===== src/rtl/seg7_capture.sv =====
// Debounced capture of a multiplexed active-low seven-segment bus: each stable
// (segment, anode) window is decoded once into a per-position BCD digit.
module seg7_capture #(
    parameter int NDIG       = 4,
    parameter int STABLE_CYC = 4
) (
    input  logic                clk,
    input  logic                rst,
    input  logic [7:0]          seg,
    input  logic [NDIG-1:0]     an,
    input  logic                err_clr,
    output logic [4*NDIG-1:0]   digits,
    output logic [NDIG-1:0]     blank,
    output logic [NDIG-1:0]     valid_mask,
    output logic                frame_valid,
    output logic                err
);

    localparam int SW = 8 + NDIG;
    localparam int IW = (NDIG > 1) ? $clog2(NDIG) : 1;

    logic [SW-1:0]   sample, s_q;
    logic [7:0]      cnt;
    logic            same, cap;
    logic [NDIG-1:0] an_q;
    logic [6:0]      seg_q;

    assign sample = {seg, an};
    assign same   = (sample == s_q);
    // One event per stable window: only the step from STABLE_CYC-1 to STABLE_CYC fires.
    assign cap    = same && (cnt == 8'(STABLE_CYC - 1));
    assign an_q   = s_q[NDIG-1:0];
    assign seg_q  = s_q[NDIG+6:NDIG];

    logic [3:0]    nzero;
    logic [IW-1:0] idx;

    // NOTE: every signal driven here gets a default first, so no path leaves it
    // unassigned and no latch is inferred.
    always_comb begin
        nzero = 4'd0;
        idx   = '0;
        for (int i = 0; i < NDIG; i++) begin
            if (!an_q[i]) begin
                nzero = nzero + 4'd1;
                idx   = IW'(i);
            end
        end
    end

    logic       pat_ok, pat_blank;
    logic [3:0] bcd;

    always_comb begin
        pat_ok    = 1'b1;
        pat_blank = 1'b0;
        bcd       = 4'd0;
        case (seg_q)
            7'h40: bcd = 4'd0;
            7'h79: bcd = 4'd1;
            7'h24: bcd = 4'd2;
            7'h30: bcd = 4'd3;
            7'h19: bcd = 4'd4;
            7'h12: bcd = 4'd5;
            7'h02: bcd = 4'd6;
            7'h78: bcd = 4'd7;
            7'h00: bcd = 4'd8;
            7'h18: bcd = 4'd9;
            7'h7F: pat_blank = 1'b1;
            default: pat_ok = 1'b0;
        endcase
    end

    logic            legal_cap, err_evt;
    logic [NDIG-1:0] new_mask;

    assign legal_cap = cap && (nzero == 4'd1) && pat_ok;
    assign err_evt   = cap && ((nzero > 4'd1) || ((nzero == 4'd1) && !pat_ok));
    assign new_mask  = valid_mask | (NDIG'(1) << idx);

    // NOTE: sequential state uses non-blocking assignments so every register
    // samples the pre-edge values regardless of statement order.
    always_ff @(posedge clk) begin
        if (rst) begin
            s_q         <= '1;
            cnt         <= 8'd0;
            digits      <= '0;
            blank       <= '1;
            valid_mask  <= '0;
            frame_valid <= 1'b0;
            err         <= 1'b0;
        end else begin
            s_q         <= sample;
            frame_valid <= 1'b0;
            if (!same)
                cnt <= 8'd0;
            else if (cnt != 8'(STABLE_CYC))
                cnt <= cnt + 8'd1;

            if (legal_cap) begin
                digits[4*idx +: 4] <= pat_blank ? 4'd0 : bcd;
                blank[idx]         <= pat_blank;
                if (&new_mask) begin
                    valid_mask  <= '0;
                    frame_valid <= 1'b1;
                end else begin
                    valid_mask <= new_mask;
                end
            end

            // A new error event outranks a simultaneous clear.
            err <= err_evt | (err & ~err_clr);
        end
    end

endmodule


===== config.mk =====
export PLATFORM = sky130hd
export DESIGN_NAME = seg7_capture
export DESIGN_NICKNAME = d
export VERILOG_FILES = /design/src/rtl/seg7_capture.sv
export SDC_FILE = /design/constraint.sdc
export NUM_CORES = 1
export LEC_CHECK = 0
export BUFFER_PORTS_ARGS = -buffer_cell sky130_fd_sc_hd__buf_2
export CAP_MARGIN = 20
export CORE_UTILIZATION = 45
export DETAILED_ROUTE_END_ITERATION = 12
export PLACE_DENSITY = 0.71
export SYNTH_ARGS = -nofsm -noshare
export SYNTH_HDL_FRONTEND = slang
export SYNTH_SLANG_ARGS = --single-unit
export TNS_END_PERCENT = 20

===== constraint.sdc =====
create_clock -name clk -period 2.7 [get_ports clk]
set_clock_uncertainty 0.1 [all_clocks]
set_input_delay 0.405 -clock clk [delete_from_list [all_inputs] [get_ports clk]]
set_output_delay 0.405 -clock clk [all_outputs]
set_load 0.01 [all_outputs]

# == Word-level counts from Yosys, hierarchy flattened ==
# Index checks and enable logic that the tools add are counted.
# W data, S select, Z words.
# classes
n_mux,17
n_lt_le_gt_ge,3
addsub,5
n_eq_ne,14
shift,3
n_bitwise,6
reduce_logical,13
# op_table
cell,count
$pmux W4 S9,1
$neg A4 Y34,1
$shift A4 B34 Y16 const A,1
$shiftx A4 B34 Y16,1
$eq A7 B7 Y1 const B,4
$eq A7 B5 Y1 const B,3
$mux W4,5
$bwmux W16,1
$eq A7 B6 Y1 const B,2
$add A4 B1 Y4 const B,3
$eq A12 B12 Y1,1
$reduce_or A11 Y1,1
$add A8 B1 Y8 const B,1
$eq A8 B2 Y1 const B,1
$ne A8 B3 Y1 const B,1
$eq A7 B2 Y1 const B,1
$logic_not A7 Y1,1
$logic_and A1 B1 Y1,6
$mux W1,6
$bwmux W4,1
$eq A4 B1 Y1 const B,1
$gt A4 B1 Y1 const B,1
$mux W2,2
$or A4 B4 Y4,1
other kinds (11),14
# word_totals
ff_bits,46

# == Longest topological paths before layout ==
# Gate-level depths: netlist (run 1).
# depth
word_depth,12
ltp_mapped,10
ltp_nobuf,10

# == Worst setup path before layout (run 1) ==
# Ideal clock, no wire load.
# synth_timing
path_type,register to register
startpoint,register s_q[1]
endpoint,register digits[1]
n_path_buf,0
arrival_time_ns,2.427
period_less_slack_ns,2.648
path_slack_ns,0.052
stages_incl_launch_ff,9
path_cell_list,dfxtp_1 inv_1 ha_1 xnor2_1 ha_1 nor4_1 a31o_2 nand3_2 mux2_2
# synth_between
elab_chain_len,8
elab_cells_between_ends,17
# synth_rtl
element,line,source
"start, declared",22,"logic [SW-1:0] sample, s_q;"
"start signal, assigned",93,s_q <= sample;
$mux W4,44,if (!an_q[i]) begin
$add A4 B1 Y4,45,nzero = nzero + 4'd1;
$mux W4,44,
$add A4 B1 Y4,45,
$mux W4,44,
$eq A4 B1 Y1,77,assign legal_cap = cap && (nzero == 4'd1) && pat_ok;
$logic_and A1 B1 Y1 (2 in a row),77,
"end signal, assigned by index",101,digits[4*idx +: 4] <= pat_blank ? 4'd0 : bcd;
"end, declared",12,"output logic [4*NDIG-1:0] digits,"
# Several ways; a longest one is shown, not always the timed one.
# A chain may end at the register's enable or synchronous reset.

# == Final worst setup path (run 1) ==
# layout_timing
startpoint,register s_q[1]
endpoint,register digits[3]
# The elaborated chain is that of the path after synthesis.

==> load_flow_metrics.sql, run 1 <==
INSERT INTO impl_metrics (metric_group, metric, value, unit) VALUES
('synth', 'postSynth.asyncResetShare', '0', '%'),
('synth', 'synth_warnings', '0', ''),
('power_and_ir_drop', 'power.ir.vdd_worst', '337', 'uV'),
('synth', 'synth_top_area_share', '40.0', '%'),
('setup_path', 'worst-r2r-cell-count', '9', ''),
('synth', 'synthesis.area', '0.00230', 'mm^2'),
('finish', 'drive_gt1_share', '31.5', '%'),
('setup_path', 'crit_path_start', 's_q[1]$_SDFF_PP1_', ''),
('clock_tree', 'clk_root_buffer_cell', 'sky130_fd_sc_hd__clkbuf_8', ''),
('worst_hold_path', 'hold_path.class', 'in2reg', ''),
('timing', 'maxSlewHeadroom', '55.7', '%'),
('setup_path', 'worst_case_register_to_register_setup_slack', '0.14', 'ns'),
('global_routing', 'gr-usage-all-layers', '18.4', '%'),
('floorplanning', 'die-area', '0.00541', 'mm^2'),
('synth', 'post-synth-top-count-cell', 'sky130_fd_sc_hd__dfxtp_1', ''),
('timing', 'finalSetupViolCount', '0', ''),
('placed_design', 'gpl.final_weighted_congestion', '0.846', ''),
('timing', 'fin_setup_tns', '0', 'ns'),
('setup_path', 'worstPathRequired', '2.78', 'ns'),
('global_routing', 'pin_count_of_the_biggest_net_entering_global_routing', '43', ''),
('floorplanning', 'dieWidth', '73.5', 'um'),
('synth', 'synth-main-ff-cell', 'sky130_fd_sc_hd__dfxtp_1', ''),
('drt', 'route.final.wire_length', '4790', 'um'),
('setup_path', 'rr_endpoint', 'digits[3]$_SDFFE_PP0P_', ''),
('clock_tree', 'number_of_sinks_on_the_clock_net', '46', ''),
('timing', 'report.final.slew_viol_count', '0', ''),
('drt', 'drt_pre_antenna_iters', '4', ''),
('setup_path', 'worst_ep_arrival_time', '2.64', 'ns'),
('timing', 'finalHoldViolations', '0', ''),
('clock_tree', 'post-cts-setup-buffer-count', '0', ''),
('global_routing', 'grt_first_pass_wirelength', '7650', 'um'),
('clock_tree', 'postCtsHoldBufs', '0', ''),
('finish', 'layout.nets', '308', ''),
('power_and_ir_drop', 'finalPower', '1440', 'uW'),
('setup_path', 'cp-end-kind', 'register', ''),
('drt', 'avgRoutedWirePerCell', '13.4', 'um'),
('drt', 'post-route-drc-count', '0', ''),
('floorplanning', 'die_height', '73.5', 'um'),
('floorplanning', 'fp.coreArea', '0.00482', 'mm^2'),
('synth', 'post_synth_xor_area_fraction', '9.51', '%'),
('floorplanning', 'boundaryPins', '41', ''),
('outcome', 'status', 'finished clean', ''),
('finish', 'fillCellCount', '456', ''),
('clock_tree', 'cts-buffers-inserted', '5', ''),
('synth', 'synth_commonest_cells', '46 x sky130_fd_sc_hd__dfxtp_1, 18 x sky130_fd_sc_hd__nor2_1, 17 x sky130_fd_sc_hd__xor2_1, 13 x sky130_fd_sc_hd__mux2i_1', ''),
('synth', 'synth_top_cells_by_area', 'sky130_fd_sc_hd__dfxtp_1 40%, sky130_fd_sc_hd__xor2_1 6.5%, sky130_fd_sc_hd__mux2i_1 5.6%, sky130_fd_sc_hd__or2_2 3.3%, sky130_fd_sc_hd__xnor2_1 3.0%', ''),
('synth', 'synthesis.nets', '265', ''),
('timing', 'timing.hold.ws', '0.208', 'ns'),
('drt', 'vias', '1835', ''),
('floorplanning', 'floorplan.rows', '25', ''),
('synth', 'synth_top_cell_by_area', 'sky130_fd_sc_hd__dfxtp_1', ''),
('clock_tree', 'insertion_delay', '0.30', 'ns'),
('finish', 'antenna-diode-count', '0', ''),
('setup_path', 'worst-setup-path-type', 'reg2reg', ''),
('placed_design', 'port_buffers', '40', ''),
('synth', 'post_synth_fa_ha_maj_area_fraction', '2.72', '%'),
('power_and_ir_drop', 'leakage_power_total', '0.00115', 'uW'),
('drt', 'viasPerCell', '5.15', ''),
('global_routing', 'antenna_found_initial', '0', ''),
('job', 'maximum_capacitance_violations', '0', ''),
('synth', 'post_synth_mux_area_share', '7.93', '%'),
('timing', 'maxClockFrequency', '390', 'MHz'),
('clock_tree', 'clkSlewWorstSetupHoldPaths', '0.09', 'ns'),
('global_routing', 'grt_pass1_vias', '1653', ''),
('setup_path', 'timing.critical_path.from_type', 'register', ''),
('clock_tree', 'clock_path_buffers', '2', ''),
('finish', 'ff_latch_area', '922', 'um^2'),
('timing', 'rsz0062_at_grt', 'false', ''),
('clock_tree', 'cts-resized-gates', '0', ''),
('timing', 'fin_crit_sh', '94.9', '%'),
('placed_design', 'placed_wire_length_estimate_after_detailed_placement', '3440', 'um');
==> worst min-delay path by stage <==
stage / from / cells past startpoint / endpoint
2_1_floorplan: digits[6]$_SDFFE_PP0P_ / 2 / digits[6]$_SDFFE_PP0P_
6_report: seg[7] / 2 / s_q[11]$_SDFF_PP1_
4_1_cts: seg[7] / 2 / s_q[11]$_SDFF_PP1_
5_1_grt: seg[3] / 2 / s_q[7]$_SDFF_PP1_
3_3_place_gp: digits[2]$_SDFFE_PP0P_ / 2 / digits[2]$_SDFFE_PP0P_
3_5_place_dp: digits[6]$_SDFFE_PP0P_ / 2 / digits[6]$_SDFFE_PP0P_
==> state kept, by name, summed over array words and instances, names as in the netlist <==
register	cells
err	1
frame_valid	1
s_q	12
cnt	8
digits	16
blank	4
valid_mask	4
==> logic make-up (layout without fill, tap and decap cells) <==
group	count (synthesis)	in the layout
compound gates	32	32
xor+xnor	25	25
fa+ha+maj	5	5
buf+inv	26	70
flops	46	46
mux	17	17
simple gates	94	94
==> stage by stage <==
stage	area [um^2]	cells	worst slack (ns)
after global routing	2750	356	0.00877
after CTS	2730	356	0.0543
after detailed placement	2590	348	0.0994
final	2750	356	0.138
after global placement	2590	348	0.109
after floorplan	2300	245	0.0524
==> worst max-delay path: stages (launching register included) <==
cell and delay (ns):
sky130_fd_sc_hd__dfxtp_1 0.40, sky130_fd_sc_hd__inv_1 0.06, sky130_fd_sc_hd__ha_1 0.32, sky130_fd_sc_hd__xnor2_1 0.23
sky130_fd_sc_hd__ha_1 0.29, sky130_fd_sc_hd__nor4_2 0.31, sky130_fd_sc_hd__a31o_2 0.25, sky130_fd_sc_hd__nand3_2 0.18
sky130_fd_sc_hd__buf_4 0.20, sky130_fd_sc_hd__mux2i_1 0.12
==> cell type report <==
class / count / share of cell area [%]
Clock buffer: 5 / 2.50
Clock inverter: 3 / 2.50
Inverter: 11 / 1.50
Multi-Input combinational cell: 173 / 46.6
Sequential cell: 46 / 33.5
Tap cell: 67 / 3.05
Timing Repair Buffer: 51 / 10.3
==> where the power goes <==
| group | leakage, uW | switching, uW | internal [uW] |
|---|---|---|---|
| sequential | 0.000374 | 17.5 | 688 |
| combinational | 0.000708 | 64.1 | 59.5 |
| clock | 0.0000683 | 238 | 371 |
==> cell usage in the layout, fill, tap and decap left out, drive strengths merged, types with 4 or more instances in the layout <==
| cell | n |
|---|---|
| buf | 51 |
| dfxtp | 46 |
| o21ai | 4 |
| or2 | 12 |
| ha | 5 |
| nor2 | 18 |
| nand2 | 4 |
| inv | 11 |
| a21oi | 8 |
| clkbuf | 5 |
| mux2 | 4 |
| nand3 | 14 |
| nand2b | 11 |
| nor4 | 6 |
| nor3 | 4 |
| xor2 | 17 |
| mux2i | 13 |
| nor2b | 5 |
| xnor2 | 8 |
==> per-layer routing <==
metal	wire (um)	share of wire (%)	track usage [%]	vias up
met4	78	1.6	7.05	0
li1	-	-	-	937
met1	2350	49	25.0	857
met5	0	0	0	-
met3	132	2.8	3.70	7
met2	2220	46	28.6	34
Power figures use the tool's default switching activity.
==> run 2, diff against run 1 <==
--- a/config.mk
+++ b/config.mk
@@ -7,9 +7,9 @@
 export LEC_CHECK = 0
 export BUFFER_PORTS_ARGS = -buffer_cell sky130_fd_sc_hd__buf_2
 export CAP_MARGIN = 20
-export CORE_UTILIZATION = 45
+export CORE_UTILIZATION = 35
 export DETAILED_ROUTE_END_ITERATION = 12
-export PLACE_DENSITY = 0.71
+export PLACE_DENSITY = 0.58
 export SYNTH_ARGS = -nofsm -noshare
 export SYNTH_HDL_FRONTEND = slang
 export SYNTH_SLANG_ARGS = --single-unit
==> load_flow_metrics.sql, run 2 (same netlist as run 1, synthesis figures left out) <==
INSERT INTO impl_metrics (metric_group, metric, value, unit) VALUES
('setup_path', 'crit_path_max_fanout', '6', ''),
('outcome', 'status', 'finished clean', ''),
('placed_design', 'port_buffers', '40', ''),
('clock_tree', 'insertion_delay', '0.29', 'ns'),
('floorplanning', 'dieWidth', '83.1', 'um'),
('drt', 'route.final.wire_length', '4820', 'um'),
('finish', 'layout.cells.most_common', 'sky130_fd_sc_hd__dfxtp_1', ''),
('timing', 'rsz0062_at_grt', 'true', ''),
('worst_hold_path', 'holdPathStages', '2', ''),
('setup_path', 'rr_endpoint', 'digits[1]$_SDFFE_PP0P_', ''),
('floorplanning', 'boundaryPins', '41', ''),
('timing', 'report.final.slew_viol_count', '0', ''),
('clock_tree', 'cts-resized-gates', '0', ''),
('setup_path', 'crit_path_top_delay_cell', 'sky130_fd_sc_hd__dfxtp_1', ''),
('timing', 'finalHoldViolations', '0', ''),
('global_routing', 'gr-usage-all-layers', '14.7', '%'),
('drt', 'viasPerCell', '4.99', ''),
('drt', 'final_antenna_net_count', '0', ''),
('floorplanning', 'effective_utilization_at_floorplan', '36.3', '%'),
('finish', 'final_util', '42.8', '%'),
('clock_tree', 'cts-buffers-inserted', '5', ''),
('drt', 'vias', '1820', ''),
('global_routing', 'grt_overflow_total', '0', ''),
('timing', 'worst_slew_pin_slew', '0.686', 'ns'),
('global_routing', 'grt_first_pass_wirelength', '8180', 'um'),
('finish', 'final_non_filler_cell_area', '0.00272', 'mm^2'),
('clock_tree', 'htree_num_levels', '2', ''),
('placed_design', 'numPlacedInstances', '357', ''),
('finish', 'area.growth.synth_to_final', '18.1', '%'),
('setup_path', 'library_cell_appearing_most_often_on_the_critical_path', 'sky130_fd_sc_hd__ha_1', ''),
('timing', 'maxSlewHeadroom', '54.3', '%'),
('global_routing', 'pin_count_of_the_biggest_net_entering_global_routing', '43', ''),
('global_routing', 'grt_pass1_vias', '1669', ''),
('finish', 'registers.top_by_ff_count', 'digits', ''),
('power_and_ir_drop', 'pwr_density_cell', '467', 'mW/mm^2'),
('floorplanning', 'floorplan.rows', '29', ''),
('timing', 'fin_crit_sh', '94.7', '%'),
('timing', 'maxClockFrequency', '391', 'MHz'),
('placed_design', 'placed_wire_length_estimate_after_detailed_placement', '3570', 'um'),
('finish', 'layoutNonFillerInstCount', '365', ''),
('setup_path', 'timing.critical_path.cells', 'inv_1 -> ha_1 -> xnor2_1 -> ha_1 -> nor4_4 -> a31o_2 -> nand3_2 -> mux2_2', ''),
('finish', 'fillCellCount', '619', ''),
('finish', 'layout.nets', '307', ''),
('setup_path', 'worst_case_register_to_register_setup_slack', '0.14', 'ns'),
('timing', 'finalSetupViolCount', '0', ''),
('finish', 'antenna-diode-count', '0', ''),
('setup_path', 'worstPathRequired', '2.79', 'ns'),
('worst_hold_path', 'worstHoldStart', 'seg[7]', ''),
('setup_path', 'critical_path_cell_count', '8', ''),
('clock_tree', 'clock_path_buffers', '2', ''),
('setup_path', 'crit_path_start', 's_q[1]$_SDFF_PP1_', ''),
('clock_tree', 'clkSlewWorstSetupHoldPaths', '0.09', 'ns'),
('setup_path', 'worst_ep_arrival_time', '2.65', 'ns'),
('drt', 'post-route-drc-count', '0', ''),
('placed_design', 'area_of_placed_instances', '0.00260', 'mm^2'),
('drt', 'drt_pre_antenna_iters', '4', ''),
('timing', 'final_period_minus_worst_setup_slack', '2.56', 'ns'),
('clock_tree', 'post-cts-setup-buffer-count', '0', ''),
('drt', 'drt_iter0_drc', '79', ''),
('floorplanning', 'die_height', '83.1', 'um'),
('clock_tree', 'clk_root_buffer_cell', 'sky130_fd_sc_hd__clkbuf_8', ''),
('setup_path', 'worst-r2r-cell-count', '8', ''),
('power_and_ir_drop', 'leakage_power_total', '0.00112', 'uW'),
('setup_path', 'cp-end-kind', 'register', ''),
('worst_hold_path', 'whs_endpoint', 's_q[11]$_SDFF_PP1_', ''),
('clock_tree', 'postCtsHoldBufs', '0', ''),
('setup_path', 'timing.critical_path.max_delay_family', 'adder cells', ''),
('floorplanning', 'die-area', '0.00691', 'mm^2'),
('drt', 'avgRoutedWirePerCell', '13.2', 'um'),
('setup_path', 'reg2reg_from', 's_q[1]$_SDFF_PP1_', ''),
('clock_tree', 'number_of_sinks_on_the_clock_net', '46', ''),
('setup_path', 'cp_num_buf_inv', '1', ''),
('setup_path', 'timing.critical_path.slowest_cell_delay', '0.40', 'ns'),
('job', 'maximum_capacitance_violations', '0', ''),
('finish', 'mostFrequentLayoutCells', '45 x sky130_fd_sc_hd__dfxtp_1, 40 x sky130_fd_sc_hd__buf_2, 18 x sky130_fd_sc_hd__nor2_1', ''),
('worst_hold_path', 'hold_path.class', 'in2reg', ''),
('setup_path', 'timing.critical_path.from_type', 'register', ''),
('finish', 'drive_gt1_share', '31.3', '%'),
('finish', 'largest_register_ffs', '16', ''),
('global_routing', 'antenna_found_initial', '0', ''),
('placed_design', 'gpl.final_weighted_congestion', '0.777', ''),
('timing', 'fin_setup_tns', '0', 'ns'),
('clock_tree', 'tritoncts', 'done', ''),
('power_and_ir_drop', 'power.ir.vdd_worst', '195', 'uV'),
('setup_path', 'worst-setup-path-type', 'reg2reg', ''),
('finish', 'reg_top3', 'digits x16, s_q x12, cnt x8', ''),
('floorplanning', 'fp.coreArea', '0.00635', 'mm^2');
==> run 2: power breakdown <==
group	total, uW	internal [uW]	switching, uW
clock network	436	206	230
logic	132	61.9	69.8
registers	703	688	15.0
total	1270	955	315
==> run 2: per-layer routing <==
layer	GRT usage (%)	vias to the layer above	wire, um
met3	3.08	3	123
met2	22.7	26	2300
li1	-	930	-
met5	0	-	0
met1	20.3	861	2370
met4	5.17	0	29
==> run 2: through the flow <==
step	hold WS [ns]	power [uW]	worst slack (ns)
final	0.217	1270	0.142
after global routing	0.210	1340	-0.0139
after CTS	0.212	1280	0.0931
after detailed placement	0.333	842	0.112
after global placement	0.336	841	0.142
after floorplan	0.365	804	0.0524
==> run 2: layout make-up <==
| type | count | area, um^2 | area share [%] |
|---|---|---|---|
| Timing Repair Buffer | 50 | 275 | 10.1 |
| Clock buffer | 6 | 82.6 | 3.04 |
| Clock inverter | 2 | 12.5 | 0.460 |
| Inverter | 11 | 41.3 | 1.52 |
| Tap cell | 77 | 96.3 | 3.54 |
| Multi-Input combinational cell | 173 | 1290 | 47.4 |
| Sequential cell | 46 | 922 | 33.9 |
==> run 2: worst register-to-register path, stage by stage, from the launching register on <==
cell,delay [ns]
sky130_fd_sc_hd__dfxtp_1,0.40
sky130_fd_sc_hd__inv_1,0.07
sky130_fd_sc_hd__ha_1,0.31
sky130_fd_sc_hd__xnor2_1,0.25
sky130_fd_sc_hd__ha_1,0.31
sky130_fd_sc_hd__nor4_4,0.28
sky130_fd_sc_hd__a31o_2,0.23
sky130_fd_sc_hd__nand3_2,0.20
sky130_fd_sc_hd__mux2_2,0.32
==> run 2: how the worst max path moves through the flow <==
stage | endpoint | slack, ns
floorplan | digits[1]$_SDFFE_PP0P_ | 0.05
finish | digits[1]$_SDFFE_PP0P_ | 0.14
global placement | digits[10]$_SDFFE_PP0P_ | 0.14
CTS | digits[1]$_SDFFE_PP0P_ | 0.09
detailed placement | digits[1]$_SDFFE_PP0P_ | 0.11
global route | digits[1]$_SDFFE_PP0P_ | -0.01
==> run 3, diff against run 2 <==
--- a/config.mk
+++ b/config.mk
@@ -5,6 +5,7 @@
 export SDC_FILE = /design/constraint.sdc
 export NUM_CORES = 1
 export LEC_CHECK = 0
+export ABC_AREA = 1
 export BUFFER_PORTS_ARGS = -buffer_cell sky130_fd_sc_hd__buf_2
 export CAP_MARGIN = 20
 export CORE_UTILIZATION = 35
==> load_flow_metrics.sql, run 3 <==
INSERT INTO impl_metrics (metric_group, metric, value, unit) VALUES
('synth', 'gate_count_after_technology_mapping', '359', ''),
('drt', 'route.final.wire_length', '5220', 'um'),
('setup_path', 'crit_path_max_fanout', '9', ''),
('synth', 'synth_compound_gate_area_share', '2.87', '%'),
('synth', 'synth_warnings', '0', ''),
('clock_tree', 'clock_path_buffers', '2', ''),
('setup_path', 'crit_path_start', 's_q[0]$_SDFF_PP1_', ''),
('timing', 'final_period_minus_worst_setup_slack', '2.50', 'ns'),
('power_and_ir_drop', 'finalPower', '1270', 'uW'),
('setup_path', 'timing.critical_path.from_type', 'register', ''),
('floorplanning', 'boundaryPins', '41', ''),
('synth', 'postSynthRegisterBits', '46', ''),
('clock_tree', 'htree_num_levels', '2', ''),
('finish', 'registers.top_by_ff_count', 'digits', ''),
('finish', 'final_util', '42.5', '%'),
('power_and_ir_drop', 'swShare', '27.2', '%'),
('global_routing', 'gr-max-usage-layer', 'met2', ''),
('drt', 'post-route-drc-count', '0', ''),
('synth', 'post-synth-top-count-cell', 'sky130_fd_sc_hd__nand2_1', ''),
('global_routing', 'gr-usage-all-layers', '15.2', '%'),
('setup_path', 'worst_case_register_to_register_setup_slack', '0.20', 'ns'),
('synth', 'dominant_combinational_cell_family_by_area_after_synthesis', 'simple AND/OR/NAND/NOR gates', ''),
('global_routing', 'antenna_found_initial', '0', ''),
('finish', 'largest_register_ffs', '16', ''),
('setup_path', 'worst-r2r-cell-count', '13', ''),
('drt', 'viasPerCell', '4.39', ''),
('finish', 'antenna-diode-count', '0', ''),
('synth', 'post_synthesis_share_of_cell_area_spent_on_and_or_nand_and_nor_gates', '42.3', '%'),
('setup_path', 'endpoint', 'valid_mask[2]$_SDFFE_PP0P_', ''),
('finish', 'area.growth.synth_to_final', '15.5', '%'),
('synth', 'synthesis.nets', '379', ''),
('synth', 'synth_commonest_cells', '96 x sky130_fd_sc_hd__nand2_1, 62 x sky130_fd_sc_hd__nor2_1, 46 x sky130_fd_sc_hd__dfxtp_1, 46 x sky130_fd_sc_hd__inv_1, 22 x sky130_fd_sc_hd__nand3_1', ''),
('synth', 'synth_top_cells_by_area', 'sky130_fd_sc_hd__dfxtp_1 36%, sky130_fd_sc_hd__nand2_1 14%, sky130_fd_sc_hd__nor2_1 9.2%, sky130_fd_sc_hd__inv_1 6.8%, sky130_fd_sc_hd__nand3_1 4.4%', ''),
('setup_path', 'worstPathRequired', '2.80', 'ns'),
('placed_design', 'port_buffers', '40', ''),
('synth', 'post_synth_xor_area_fraction', '5.75', '%'),
('synth', 'synth-seq-area-share', '36.5', '%'),
('clock_tree', 'insertion_delay', '0.30', 'ns'),
('global_routing', 'use_met2', '26.8', '%'),
('power_and_ir_drop', 'pwr_density_cell', '435', 'mW/mm^2'),
('synth', 'synthesis.area', '0.00252', 'mm^2'),
('placed_design', 'placed_wire_length_estimate_after_detailed_placement', '4020', 'um'),
('clock_tree', 'clk_root_buffer_cell', 'sky130_fd_sc_hd__clkbuf_8', ''),
('clock_tree', 'post-cts-setup-buffer-count', '0', ''),
('power_and_ir_drop', 'pwr-share-comb', '11.2', '%'),
('setup_path', 'timing.critical_path.slowest_cell_delay', '0.37', 'ns'),
('global_routing', 'grt_pass1_vias', '1999', ''),
('synth', 'post_synth_num_cell_types', '35', ''),
('power_and_ir_drop', 'power.ir.vdd_worst', '207', 'uV'),
('synth', 'synth_edf_count', '0', ''),
('timing', 'fin_crit_sh', '92.7', '%'),
('timing', 'worst_slew_pin_slew', '0.622', 'ns'),
('clock_tree', 'postCtsHoldBufs', '0', ''),
('synth', 'post_synth_mux_area_share', '0.396', '%'),
('job', 'maximum_capacitance_violations', '0', ''),
('drt', 'drt_iter0_drc', '65', ''),
('drt', 'vias', '2196', ''),
('setup_path', 'worst-setup-path-type', 'reg2reg', ''),
('placed_design', 'gpl.final_weighted_congestion', '0.809', ''),
('global_routing', 'global_route.usage.met1', '18.5', '%'),
('global_routing', 'grt_overflow_total', '0', ''),
('global_routing', 'gr-usage-met3', '3.60', '%'),
('clock_tree', 'number_of_sinks_on_the_clock_net', '46', ''),
('floorplanning', 'effective_utilization_at_floorplan', '36.8', '%'),
('floorplanning', 'dieWidth', '86.9', 'um'),
('setup_path', 'crit_path_top_delay_cell', 'sky130_fd_sc_hd__dfxtp_1', ''),
('clock_tree', 'clkSlewWorstSetupHoldPaths', '0.09', 'ns'),
('synth', 'post_synth_fa_ha_maj_area_fraction', '2.48', '%'),
('setup_path', 'reg2reg_from', 's_q[0]$_SDFF_PP1_', ''),
('finish', 'drive_gt1_share', '22.5', '%'),
('clock_tree', 'cts-buffers-inserted', '5', ''),
('drt', 'drt_pre_antenna_iters', '4', ''),
('drt', 'avgRoutedWirePerCell', '10.4', 'um'),
('synth', 'synthesis.area_per_instance', '7.03', 'um^2'),
('timing', 'finalHoldViolations', '0', ''),
('clock_tree', 'cts-resized-gates', '0', ''),
('outcome', 'status', 'finished clean', ''),
('floorplanning', 'fp.coreArea', '0.00687', 'mm^2'),
('worst_hold_path', 'worstHoldStart', 'seg[4]', ''),
('timing', 'rsz0062_at_grt', 'false', ''),
('setup_path', 'library_cell_appearing_most_often_on_the_critical_path', 'sky130_fd_sc_hd__nand2_2', ''),
('finish', 'layout.cells.most_common', 'sky130_fd_sc_hd__nand2_1', ''),
('synth', 'synth_top_area_share', '36.5', '%'),
('clock_tree', 'tritoncts', 'done', ''),
('finish', 'reg_top3', 'digits x16, s_q x12, cnt x8', ''),
('synth', 'synth-main-ff-cell', 'sky130_fd_sc_hd__dfxtp_1', ''),
('power_and_ir_drop', 'seqPwrFrac', '55.3', '%'),
('setup_path', 'worst_ep_arrival_time', '2.60', 'ns'),
('finish', 'mostFrequentLayoutCells', '96 x sky130_fd_sc_hd__nand2_1, 62 x sky130_fd_sc_hd__nor2_1, 46 x sky130_fd_sc_hd__inv_1, 46 x sky130_fd_sc_hd__dfxtp_1, 40 x sky130_fd_sc_hd__buf_2', ''),
('timing', 'finalSetupViolCount', '0', ''),
('power_and_ir_drop', 'power.clock.fraction', '33.5', '%'),
('timing', 'maxSlewHeadroom', '58.2', '%'),
('finish', 'layout.nets', '423', ''),
('global_routing', 'grt_first_pass_wirelength', '9030', 'um'),
('timing', 'fin_setup_tns', '0', 'ns'),
('setup_path', 'cp-end-kind', 'register', ''),
('timing', 'report.final.slew_viol_count', '0', ''),
('drt', 'final_antenna_net_count', '0', ''),
('finish', 'fillCellCount', '739', ''),
('setup_path', 'rr_endpoint', 'valid_mask[2]$_SDFFE_PP0P_', ''),
('floorplanning', 'die-area', '0.00756', 'mm^2'),
('timing', 'maxClockFrequency', '399', 'MHz'),
('power_and_ir_drop', 'power_switching', '345', 'uW'),
('synth', 'synth_top_cell_by_area', 'sky130_fd_sc_hd__dfxtp_1', ''),
('power_and_ir_drop', 'leakage_power_total', '0.00158', 'uW'),
('worst_hold_path', 'hold_path.class', 'in2reg', ''),
('floorplanning', 'floorplan.rows', '30', ''),
('synth', 'postSynth.asyncResetShare', '0', '%'),
('power_and_ir_drop', 'p_int', '923', 'uW'),
('setup_path', 'timing.critical_path.cells', 'inv_1 -> ha_1 -> xor2_2 -> inv_1 -> ha_1 -> mux2i_1 -> nand2_2 -> nor2_8 -> nand2_4 -> nor2_8 -> nand2_2 -> nand2_2 -> nor2_1', ''),
('floorplanning', 'die_height', '86.9', 'um'),
('global_routing', 'pin_count_of_the_biggest_net_entering_global_routing', '25', '');
run 3: metrics by stage:
stage | hold WS, ns | setup slack (ns) | cells | instance area [um^2]
5_1_grt | 0.197 | 0.0137 | 500 | 2920
6_report | 0.208 | 0.196 | 500 | 2920
3_5_place_dp | 0.365 | 0.190 | 492 | 2830
3_3_place_gp | 0.357 | 0.249 | 492 | 2830
2_1_floorplan | 0.358 | 0.321 | 359 | 2520
4_1_cts | 0.197 | 0.171 | 500 | 2920
run 3: critical path: cells and delay by family (launching register included):
kind	cells	cell delay, ns
xor+xnor	1	0.22
fa+ha+maj	2	0.60
buf+inv	2	0.13
flops	1	0.37
mux	1	0.20
simple gates	7	0.78
run 3: layout make-up:
type                    count  area [um^2]  area share, %
well taps                  96          120           4.12
flip-flops and latches     46          921           31.6
clock inverters             3         21.3          0.729
inverters                  55          211           7.25
repair buffers             42          215           7.38
multi-input cells         253         1360           46.6
clock buffers               5         68.8           2.36
run 3: metal layers:
metal,share of wire (%),wire length (um)
met1,47,2450
met2,47,2450
met5,0,0
met3,4.9,255
met4,1.3,69
run 3: power groups by stage:
stage / clock network, uW / logic, uW / registers, uW
4_1_cts: 443 / 144 / 701
3_5_place_dp: 0 / 144 / 717
5_1_grt: 469 / 160 / 703
6_report: 425 / 142 / 701
2_1_floorplan: 0 / 117 / 712
3_3_place_gp: 0 / 142 / 717
run 3: logic make-up (layout without fill, tap and decap cells):
| group | after synthesis | count (layout) |
|---|---|---|
| DFF | 46 | 46 |
| AOI/OAI and AO/OA | 12 | 12 |
| adders and majority gates | 5 | 5 |
| buffers and inverters | 60 | 105 |
| muxes | 1 | 1 |
| xor gates and xnor gates | 14 | 14 |
| and+or+nand+nor | 221 | 221 |
run 3: worst min-delay path by stage:
stage | to | slack (ns) | depth (start not counted)
detailed placement | err$_SDFF_PP0_ | 0.36 | 2
CTS | s_q[8]$_SDFF_PP1_ | 0.20 | 3
floorplan | cnt[3]$_SDFFE_PP0P_ | 0.36 | 2
global route | s_q[5]$_SDFF_PP1_ | 0.20 | 3
finish | s_q[8]$_SDFF_PP1_ | 0.21 | 3
global placement | err$_SDFF_PP0_ | 0.36 | 2
